<file path="src/rtl/mem_bus_arbiter.sv">
// rtl/mem_bus_arbiter.sv - two-master whole-transaction arbiter for the memory map port.
// Round-robin by default; define ARB_FIXED_PRIO_EN for fixed master-0 priority.
module mem_bus_arbiter #(
  parameter int DATA_WIDTH    = 32,
  parameter int ADDR_WIDTH    = 32,
  parameter int ACCESS_CYCLES = 1
) (
  input  logic                  clk,
  input  logic                  rst,
  input  logic                  m0_req,
  input  logic                  m0_we,
  input  logic                  m0_re,
  input  logic [ADDR_WIDTH-1:0] m0_addr,
  input  logic [DATA_WIDTH-1:0] m0_wdata,
  output logic                  m0_gnt,
  output logic                  m0_done,
  output logic [DATA_WIDTH-1:0] m0_rdata,
  input  logic                  m1_req,
  input  logic                  m1_we,
  input  logic                  m1_re,
  input  logic [ADDR_WIDTH-1:0] m1_addr,
  input  logic [DATA_WIDTH-1:0] m1_wdata,
  output logic                  m1_gnt,
  output logic                  m1_done,
  output logic [DATA_WIDTH-1:0] m1_rdata,
  output logic                  s_we,
  output logic                  s_re,
  output logic [ADDR_WIDTH-1:0] s_addr,
  output logic [DATA_WIDTH-1:0] s_wdata,
  input  logic [DATA_WIDTH-1:0] s_rdata,
  output logic                  busy
);

  localparam int CW = (ACCESS_CYCLES > 1) ? $clog2(ACCESS_CYCLES) : 1;

  typedef enum logic [1:0] {IDLE, ACCESS, RESP} state_t;

  state_t          state_q;
  logic            sel_q;
  logic            last_grant_q;
  logic [CW-1:0]   cnt_q;

  logic                  win_sel_d;
  logic                  win_we_d;
  logic                  win_re_d;
  logic [ADDR_WIDTH-1:0] win_addr_d;
  logic [DATA_WIDTH-1:0] win_wdata_d;
  logic [DATA_WIDTH-1:0] cap_rdata_d;

  always_comb begin
`ifdef ARB_FIXED_PRIO_EN
    win_sel_d = ~m0_req;
`else
    // On a tie the master that did not own the last transaction goes next.
    if (m0_req && m1_req) win_sel_d = ~last_grant_q;
    else                  win_sel_d = ~m0_req;
`endif
    win_we_d    = win_sel_d ? m1_we    : m0_we;
    win_re_d    = win_sel_d ? m1_re    : m0_re;
    win_addr_d  = win_sel_d ? m1_addr  : m0_addr;
    win_wdata_d = win_sel_d ? m1_wdata : m0_wdata;
    // s_re is already forced low for writes, so writes and no-ops return zero.
    cap_rdata_d = s_re ? s_rdata : '0;
  end

  always_ff @(posedge clk or posedge rst) begin
    if (rst) begin
      state_q      <= IDLE;
      sel_q        <= 1'b0;
      last_grant_q <= 1'b1;
      cnt_q        <= '0;
      m0_gnt       <= 1'b0;
      m0_done      <= 1'b0;
      m0_rdata     <= '0;
      m1_gnt       <= 1'b0;
      m1_done      <= 1'b0;
      m1_rdata     <= '0;
      s_we         <= 1'b0;
      s_re         <= 1'b0;
      s_addr       <= '0;
      s_wdata      <= '0;
      busy         <= 1'b0;
    end else begin
      case (state_q)
        IDLE: begin
          if (m0_req || m1_req) begin
            state_q <= ACCESS;
            sel_q   <= win_sel_d;
            cnt_q   <= CW'(ACCESS_CYCLES - 1);
            m0_gnt  <= ~win_sel_d;
            m1_gnt  <= win_sel_d;
            s_we    <= win_we_d;
            s_re    <= win_re_d & ~win_we_d;
            s_addr  <= win_addr_d;
            s_wdata <= win_wdata_d;
            busy    <= 1'b1;
          end
        end
        ACCESS: begin
          if (cnt_q == '0) begin
            state_q <= RESP;
            s_we    <= 1'b0;
            s_re    <= 1'b0;
            s_addr  <= '0;
            s_wdata <= '0;
            if (sel_q) begin
              m1_done  <= 1'b1;
              m1_rdata <= cap_rdata_d;
            end else begin
              m0_done  <= 1'b1;
              m0_rdata <= cap_rdata_d;
            end
          end else begin
            cnt_q <= cnt_q - CW'(1);
          end
        end
        RESP: begin
          state_q      <= IDLE;
          last_grant_q <= sel_q;
          m0_gnt       <= 1'b0;
          m1_gnt       <= 1'b0;
          m0_done      <= 1'b0;
          m1_done      <= 1'b0;
          busy         <= 1'b0;
        end
        default: state_q <= IDLE;
      endcase
    end
  end

endmodule
</file>
<file path="config.mk">
export PLATFORM = sky130hd
export DESIGN_NAME = mem_bus_arbiter
export DESIGN_NICKNAME = d
export VERILOG_FILES = /design/src/rtl/mem_bus_arbiter.sv
export SDC_FILE = /design/constraint.sdc
export NUM_CORES = 1
export LEC_CHECK = 0
export ABC_AREA = 1
export CORE_UTILIZATION = 39
export CTS_CLUSTER_SIZE = 14
export DETAILED_ROUTE_END_ITERATION = 16
export MAX_ROUTING_LAYER = met4
export PLACE_DENSITY = 0.87
export SLEW_MARGIN = 25
export SYNTH_ARGS = -nofsm -noshare
export SYNTH_HDL_FRONTEND = slang
export SYNTH_SLANG_ARGS = --single-unit
</file>
<file path="constraint.sdc">
create_clock -name clk -period 6.46 [get_ports clk]
set_input_delay 1.292 -clock clk [delete_from_list [all_inputs] [get_ports clk]]
set_output_delay 1.292 -clock clk [all_outputs]
set_load 0.02 [all_outputs]
</file>
Yosys cells after proc, flatten, opt, wreduce, memory -nomap -nowiden
Index checks and enable logic that the tools add are counted.

Bits in registers: 140. Output and inout port bits: 135. Word-level logic and storage cells: 78.

Reduce and logical (&&, ||, !) cells: 15. Muxes and demuxes: 34. $add $sub $neg: 1. Equal/unequal tests: 6. Bitwise operators: 7.

Operators with widths (number): $mux W32 (6); $pmux W32 S2 (2); $pmux W1 S2 (8); $mux W1 (15); $reduce_and A3 Y1 (5); $ne A2 B2 Y1 const B (4); $reduce_and A2 Y1 (4); $not A1 Y1 (6); $reduce_bool A2 Y1 (3); $mux W2 (2); $pmux W2 S2 (1); $eq A2 B1 Y1 const B (1); $eq A2 B2 Y1 const B (1); $logic_not A2 Y1 (1); $and A1 B1 Y1 (1); $logic_and A1 B1 Y1 (1); $logic_or A1 B1 Y1 (1); $sub A1 B1 Y1 const B (1).

Longest topological paths before layout
Gate-level depths: netlist (run 1).

Depth after elaboration: 7. Depth in mapped cells: 8.

Worst setup path after synthesis (run 1)
No wires, ideal clock.

Kind: input to register. Start: input port m0_req. End: register s_addr[0]. Setup slack: 4.326 ns. Stages: 7. Setup time: 0.068 ns. Arrival time: 2.065 ns. Cells stage by stage: nor2_1 nor2_4 nor2_1 buf_4 buf_4 nand2_1 nand3_1.

Cells in the longest elaborated chain, start to end: 5. Elaborated cells on any way between the ends: 9. Classes of those cells: eq/ne: 1; mux: 4; bitwise: 1; reduce/logical: 3.

Ends and longest elaborated chain: start: declaration (line 10) `input logic m0_req,`; $logic_and A1 B1 Y1 / $not A1 Y1 (equally long branches) (line 55, 56); $mux W1 (line 55) `if (m0_req && m1_req) win_sel_d = ~last_grant_q;`; $mux W32 (line 60) `win_addr_d = win_sel_d ? m1_addr : m0_addr;`; $mux W32 (line 86) `if (m0_req || m1_req) begin`; $pmux W32 S2 (line 84) `case (state_q)`; end signal: assignment (line 94) `s_addr <= win_addr_d;`; end: declaration (line 28) `output logic [ADDR_WIDTH-1:0] s_addr,`.

Several ways; a longest one is shown, not always the timed one. The select of a mux whose other input is x is not followed. A chain may end at the register's enable or synchronous reset.

Worst setup path in the final report (run 1)
Start: input port m1_req. End: register s_addr[8].

Cells in the longest elaborated chain, start to end: 5. Elaborated cells on any way between the ends: 8. Classes of those cells: eq/ne: 1; mux: 4; reduce/logical: 3.

Ends and longest elaborated chain: start: declaration (line 18) `input logic m1_req,`; $logic_and A1 B1 Y1 (line 55); $mux W1 (line 55); $mux W32 (line 60); $mux W32 (line 86); $pmux W32 S2 (line 84).

Several ways; a longest one is shown, not always the timed one. The select of a mux whose other input is x is not followed.

==> results.yml, run 1 <==
critical_path:
  cp_data_arrival_time_ns: 3.43
  reg2reg_slack_ns: 4.09
  r2r-end: "s_addr[8]"
  endpoint: "s_addr[8]"
  slowest_delay_ns: 0.69
  startpoint: "m1_req"
  critPathBufInv: 2
  cp_max_fo: 62
  crit-reg2reg-launch: "last_grant_q"
  cp-start-kind: "primary input"
  cp_top_family: "buffers and inverters"
  path_depth: 7
  criticalPathCategory: "in2reg"
  reg2regPathDepth: 7
  crit_slowest_cell: "clkinv_2"
  cp.required_ns: 6.73
  end_kind: "register"
  path_common_cell: "nand2_1"
  crit_chain: "clkdlybuf4s50_1, nand2_1, nand2_1, nand2_1, clkinv_2, nand2_1, nand3_1"
placed_design:
  port_buffers: 302
  gp_congestion: 0.8655
  place_area_sq_um: 8712
  dp_hpwl_um: 12200
global_routing:
  gr-usage-all-layers_pct: 24.47
  grt_pass1_wl_um: 26580
  grt-ovfl-total: 0
  grt_pass1_vias: 5256
  grt_max_degree: 75
  antenna_found_initial: 0
power_and_ir_drop:
  cellPowerDensity_nw_per_um2: 512.2
  ir_drop_mv: 0.2522
  total_power_mw: 4.760
  leakagePower_nw: 4.089
cts:
  ctsHtreeMaxLevel: 4
  clock-sinks: 139
  clk_path_buf_depth: 2
  cts_buffers: 17
  cts.clk_slew.worst_paths_ns: 0.06
  postCtsHoldBufs: 0
  cts_tree: "yes"
  ctsRootBufferMaster: "clkbuf_16"
  cts_resized: 0
  clock_latency_ns: 0.41
  cts_setup_buffers: 0
synthesis:
  ys_async_sr_fraction_pct: 100.0
  synth.most_common_cell: "nand2_1"
  synth_top_area_cell: "dfrtp_1"
  syn_inst: 639
  synth.avg_cell_area_sq_um: 8.758
  synth_compound_area_share_pct: 6.841
  ys_warn_count: 0
  syn_area_sq_um: 5597
  synth_mux_area_share_pct: 0
  yosys-top-cells-count: "nand2_1, dfrtp_1, nand3_1"
  synthesis.nets: 807
  synth.area.top_cells: "dfrtp_1, nand2_1, nand3_1"
  synth-xor-area-share_pct: 0
  synth_edf_count: 0
  synth_top_family_by_area: "simple AND/OR/NAND/NOR gates"
  ys_ff_latch: 139
  ys.flop_type: "dfrtp_1"
  synth_top_cell_area_share_pct: 61.70
  synth_fa_ha_area_share_pct: 0
  synthDistinctLibCells: 17
  seq_area_frac_synth_pct: 62.17
  synthSimpleGateAreaFrac_pct: 27.14
routing:
  drc: 0
  wl_per_cell_um: 15.43
  wl_um: 17280
  first_pass_iters: 5
  drt_iter0_markers: 335
  antenna_violating_nets_post_route: 0
  num_vias: 5411
  viasPerCell: 4.831
floorplan:
  fp.dieH_um: 121.8
  ios: 303
  initial_core_util_pct: 40.16
  fp.dieArea_sq_um: 14830
  die_w_um: 121.8
  core_area_sq_um: 13930
  row_count: 43
layout:
  drive_gt1_share_pct: 5.000
  layout.nets: 1095
  design_area_sq_um: 9293
  fillers: 1103
  syn_to_final_growth_pct: 66.04
  n_antenna_cell: 0
timing:
  whs_ns: 0.4828
  clock.fmax_mhz: 316.5
  min_period_ns: 3.159
  tns_ns: 0
  finalHoldViolCount: 0
  maxSlewViolCount: 0
  relSlewSlack_pct: 41.64
  skew_ns: 0.005835
  rsz0062_at_grt: "false"
  tightest_slew_ns: 0.8744
  period_share_pct: 48.91
  setup_viol: 0
run_status:
  status: "finished clean"
flow_run:
  cap_viol_max_count: 0
hold_path:
  hold_path.class: "reg2reg"
## worst min path at each step
stage / startpoint / to / cells after the start
floorplan: last_grant_q / last_grant_q / 2
global placement: m0_rdata[23] / m0_rdata[23] / 2
finish: m0_rdata[20] / m0_rdata[20] / 2
CTS: m1_rdata[25] / m1_rdata[25] / 2
global route: s_wdata[9] / s_wdata[9] / 2
detailed placement: m1_rdata[24] / m1_rdata[24] / 2
## routing by layer
layer  GRT usage [%]  wire length (um)  up-vias
met2           40.85              8576      238
met5               -                 0        -
li1                -                 -     2623
met1           27.03              6855     2514
met3           7.725              1344       36
met4           9.799               507        0
## logic make-up after synthesis
family | count (synthesis)
DFF | 139
and+or+nand+nor | 379
buffers and inverters | 45
AOI/OAI and AO/OA | 76
## flip-flops by register name, summed over array words and instances, names as in the netlist
| name | count |
|---|---|
| busy | 1 |
| last_grant_q | 1 |
| m0_done | 1 |
| m0_gnt | 1 |
| m0_rdata | 32 |
| m1_done | 1 |
| m1_gnt | 1 |
| m1_rdata | 32 |
| s_addr | 32 |
| s_re | 1 |
| s_wdata | 32 |
| s_we | 1 |
| sel_q | 1 |
| state_q | 2 |
## area by class of cell
class	count	area (sq um)	share of cell area, %
multi-input cells	455	1929	20.76
inverters	8	36.28	0.3905
clock inverters	13	116.4	1.252
repair buffers	306	3053	32.85
clock buffers	19	452.9	4.874
well taps	180	225.2	2.424
flip-flops and latches	139	3480	37.44
## tightest hold or removal path, delay by kind of cell (launching register included)
kind,cells,cell delay [ns]
flops,1,0.34
compound gates,1,0.06
simple gates,1,0.05
## power breakdown
group	internal [mW]	switching [mW]	leakage (nW)
clock	0.551	0.377	0.276
combinational	0.999	1.31	2.00
sequential	1.29	0.232	1.82
total	2.84	1.92	4.09
## metrics by stage
stage               std cells  utilization (%)  setup WS [ns]
global placement         1088            62.52          3.100
detailed placement       1088            62.52          2.944
floorplan                 639                -          1.445
CTS                      1120            66.61          3.381
global route             1120            66.69          3.093
finish                   1120            66.69          3.301
## cells in the final DEF, fill, tap and decap left out, types with 2 or more instances in the layout
| cell | instances |
|---|---|
| inv_1 | 4 |
| nand2_4 | 2 |
| dfrtp_1 | 138 |
| nor2_4 | 3 |
| clkdlybuf4s50_1 | 302 |
| o21ai_1 | 7 |
| inv_2 | 2 |
| clkinvlp_4 | 3 |
| a21oi_1 | 2 |
| clkbuf_8 | 2 |
| nor2_1 | 2 |
| nand3_1 | 67 |
| inv_6 | 3 |
| buf_4 | 4 |
| clkbuf_16 | 17 |
| nand2_1 | 304 |
| clkinv_4 | 3 |
| clkinv_2 | 5 |
| o21ai_0 | 66 |
(Power assumes the default switching activity.)
==> run 2: changes to the inputs <==
--- a/config.mk
+++ b/config.mk
@@ -6,11 +6,11 @@
 export NUM_CORES = 1
 export LEC_CHECK = 0
 export ABC_AREA = 1
-export CORE_UTILIZATION = 39
+export CORE_UTILIZATION = 35
 export CTS_CLUSTER_SIZE = 14
 export DETAILED_ROUTE_END_ITERATION = 16
 export MAX_ROUTING_LAYER = met4
-export PLACE_DENSITY = 0.87
+export PLACE_DENSITY = 0.83
 export SLEW_MARGIN = 25
 export SYNTH_ARGS = -nofsm -noshare
 export SYNTH_HDL_FRONTEND = slang
==> constraint.sdc (replaced) <==
create_clock -name clk -period 2.55 [get_ports clk]
set_input_delay 0.51 -clock clk [delete_from_list [all_inputs] [get_ports clk]]
set_output_delay 0.51 -clock clk [all_outputs]
set_load 0.02 [all_outputs]
==> run 2 against run 1 <==
Effect of this change: die area increased by 11%; count of clock-buffer cells in the layout did not move; worst hold slack got worse by 0.0020 ns; clock power rose to 2.8 times the previous value; via count is 0.48% higher.
==> results.yml, run 2 (same netlist as run 1, synthesis figures left out) <==
timing:
  period_share_pct: 77.69
  maxSlewViolCount: 0
  relSlewSlack_pct: 62.05
  min_period_ns: 1.981
  setup_viol: 0
  skew_ns: 0.009118
  tightest_slew_ns: 0.5692
  finalHoldViolCount: 0
  tns_ns: 0
  clock.fmax_mhz: 504.8
  whs_ns: 0.4807
  rsz0062_at_grt: "false"
critical_path:
  cp_data_arrival_time_ns: 1.47
  end_kind: "output pin"
  critPathBufInv: 1
  crit_chain: "clkdlybuf4s50_1"
  slowest_delay_ns: 0.70
  cp_top_family: "buffers and inverters"
  crit_slowest_cell: "clkdlybuf4s50_1"
  criticalPathCategory: "reg2out"
  cp-start-kind: "register"
  cp.required_ns: 2.04
  cp_max_fo: 2
power_and_ir_drop:
  swShare_pct: 38.80
  power.share.clock_pct: 20.9
  p_seq_share_pct: 31.0
  p_sw_mw: 4.796
  ir_drop_mv: 0.5404
  cellPowerDensity_nw_per_um2: 1303
  comb_power_share_pct: 48.1
  p_int_mw: 7.563
  leakagePower_nw: 4.145
routing:
  num_vias: 5437
  viasPerCell: 4.703
  wl_per_cell_um: 14.83
  antenna_violating_nets_post_route: 0
  first_pass_iters: 4
  drc: 0
  drt_iter0_markers: 241
  wl_um: 17140
cts:
  clock_latency_ns: 0.41
  cts.clk_slew.worst_paths_ns: 0.06
  ctsHtreeMaxLevel: 4
  ctsRootBufferMaster: "clkbuf_16"
  cts_tree: "yes"
  cts_resized: 0
  cts_setup_buffers: 0
  postCtsHoldBufs: 0
  clock-sinks: 139
  clk_path_buf_depth: 2
  cts_buffers: 17
placed_design:
  place_area_sq_um: 8865
  dp_hpwl_um: 12660
  gp_congestion: 0.8502
  port_buffers: 302
layout:
  multi_input_area_sq_um: 1919
  final_cell_mix: "nand2_1, clkdlybuf4s50_1, dfrtp_1"
  mostFrequentLayoutCell: "nand2_1"
  n_antenna_cell: 0
  fillers: 1305
  drive_gt1_share_pct: 5.503
  register_area_sq_um: 3480
  layout.nets: 1102
  postLayoutCoreUtil_pct: 61.49
  syn_to_final_growth_pct: 69.51
  design_area_sq_um: 9487
floorplan:
  row_count: 45
  fp.dieH_um: 128.5
  ios: 303
  die_w_um: 128.5
  fp.dieArea_sq_um: 16500
  initial_core_util_pct: 36.28
  core_area_sq_um: 15430
global_routing:
  gr-usage-all-layers_pct: 21.97
  grt_max_degree: 73
  grt-ovfl-total: 0
  grt_pass1_vias: 5441
  grt_pass1_wl_um: 27030
  antenna_found_initial: 0
run_status:
  status: "finished clean"
flow_run:
  cap_viol_max_count: 0
hold_path:
  hold_path.class: "reg2reg"
## run 2: cell types whose count changed in the layout (fill, tap and decap cells not counted)
cell / before / now
buf_12: 0 / 5
bufinv_16: 1 / 4
clkinv_2: 5 / 2
clkinv_4: 3 / 0
buf_4: 4 / 6
clkinvlp_4: 3 / 5
inv_6: 3 / 1
nand2_2: 0 / 2
nand2_4: 2 / 0
inv_2: 2 / 3
## run 2: path summary, 6_finish.rpt
| kind | from | end | slack (ns) | cells after the start |
|---|---|---|---|---|
| max | s_wdata[10] | s_wdata[10] | 0.57 | 1 |
| min | m0_done | m0_done | 0.48 | 2 |
| max reg2reg | state_q[1] | m0_rdata[10] | 0.82 | 5 |
| min reg2reg | m0_done | m0_done | 0.48 | 2 |
| max in group asynchronous | rst | s_wdata[19] | 1.64 | 3 |
| min in group asynchronous | rst | s_wdata[3] | 0.57 | 3 |
## run 2: per-layer routing
layer / share of wire, % / track usage (%) / vias to the layer above
li1: - / - / 2642
met2: 51 / 36.98 / 240
met4: 2.2 / 8.720 / 0
met3: 7.0 / 7.027 / 24
met5: 0 / - / -
met1: 40 / 24.08 / 2531
## run 2: power by group through the flow
| stage | sequential [mW] | clock (mW) | combinational (mW) |
|---|---|---|---|
| 3_3_place_gp | 3.81 | 0 | 5.91 |
| 4_1_cts | 3.83 | 2.64 | 6.02 |
| 5_1_grt | 3.94 | 2.75 | 6.43 |
| 2_1_floorplan | 5.06 | 0 | 1.79 |
| 6_report | 3.83 | 2.58 | 5.95 |
| 3_5_place_dp | 3.86 | 0 | 6.01 |
## run 2: per-stage QoR
step	total power, mW	instances	setup slack (ns)
final	12.36	1156	0.5690
after global routing	13.13	1156	0.4571
after CTS	12.50	1156	0.5086
after detailed placement	9.863	1126	0.3269
after global placement	9.720	1126	0.4516
after floorplan	6.848	639	0.3057
## run 2: area by class of cell
cell class              count  area share [%]
flip-flops and latches    139           36.68
clock buffers              19           4.774
multi-input cells         455           20.23
repair buffers            313           33.39
well taps                 211           2.783
inverters                   8          0.3561
clock inverters            11           1.781
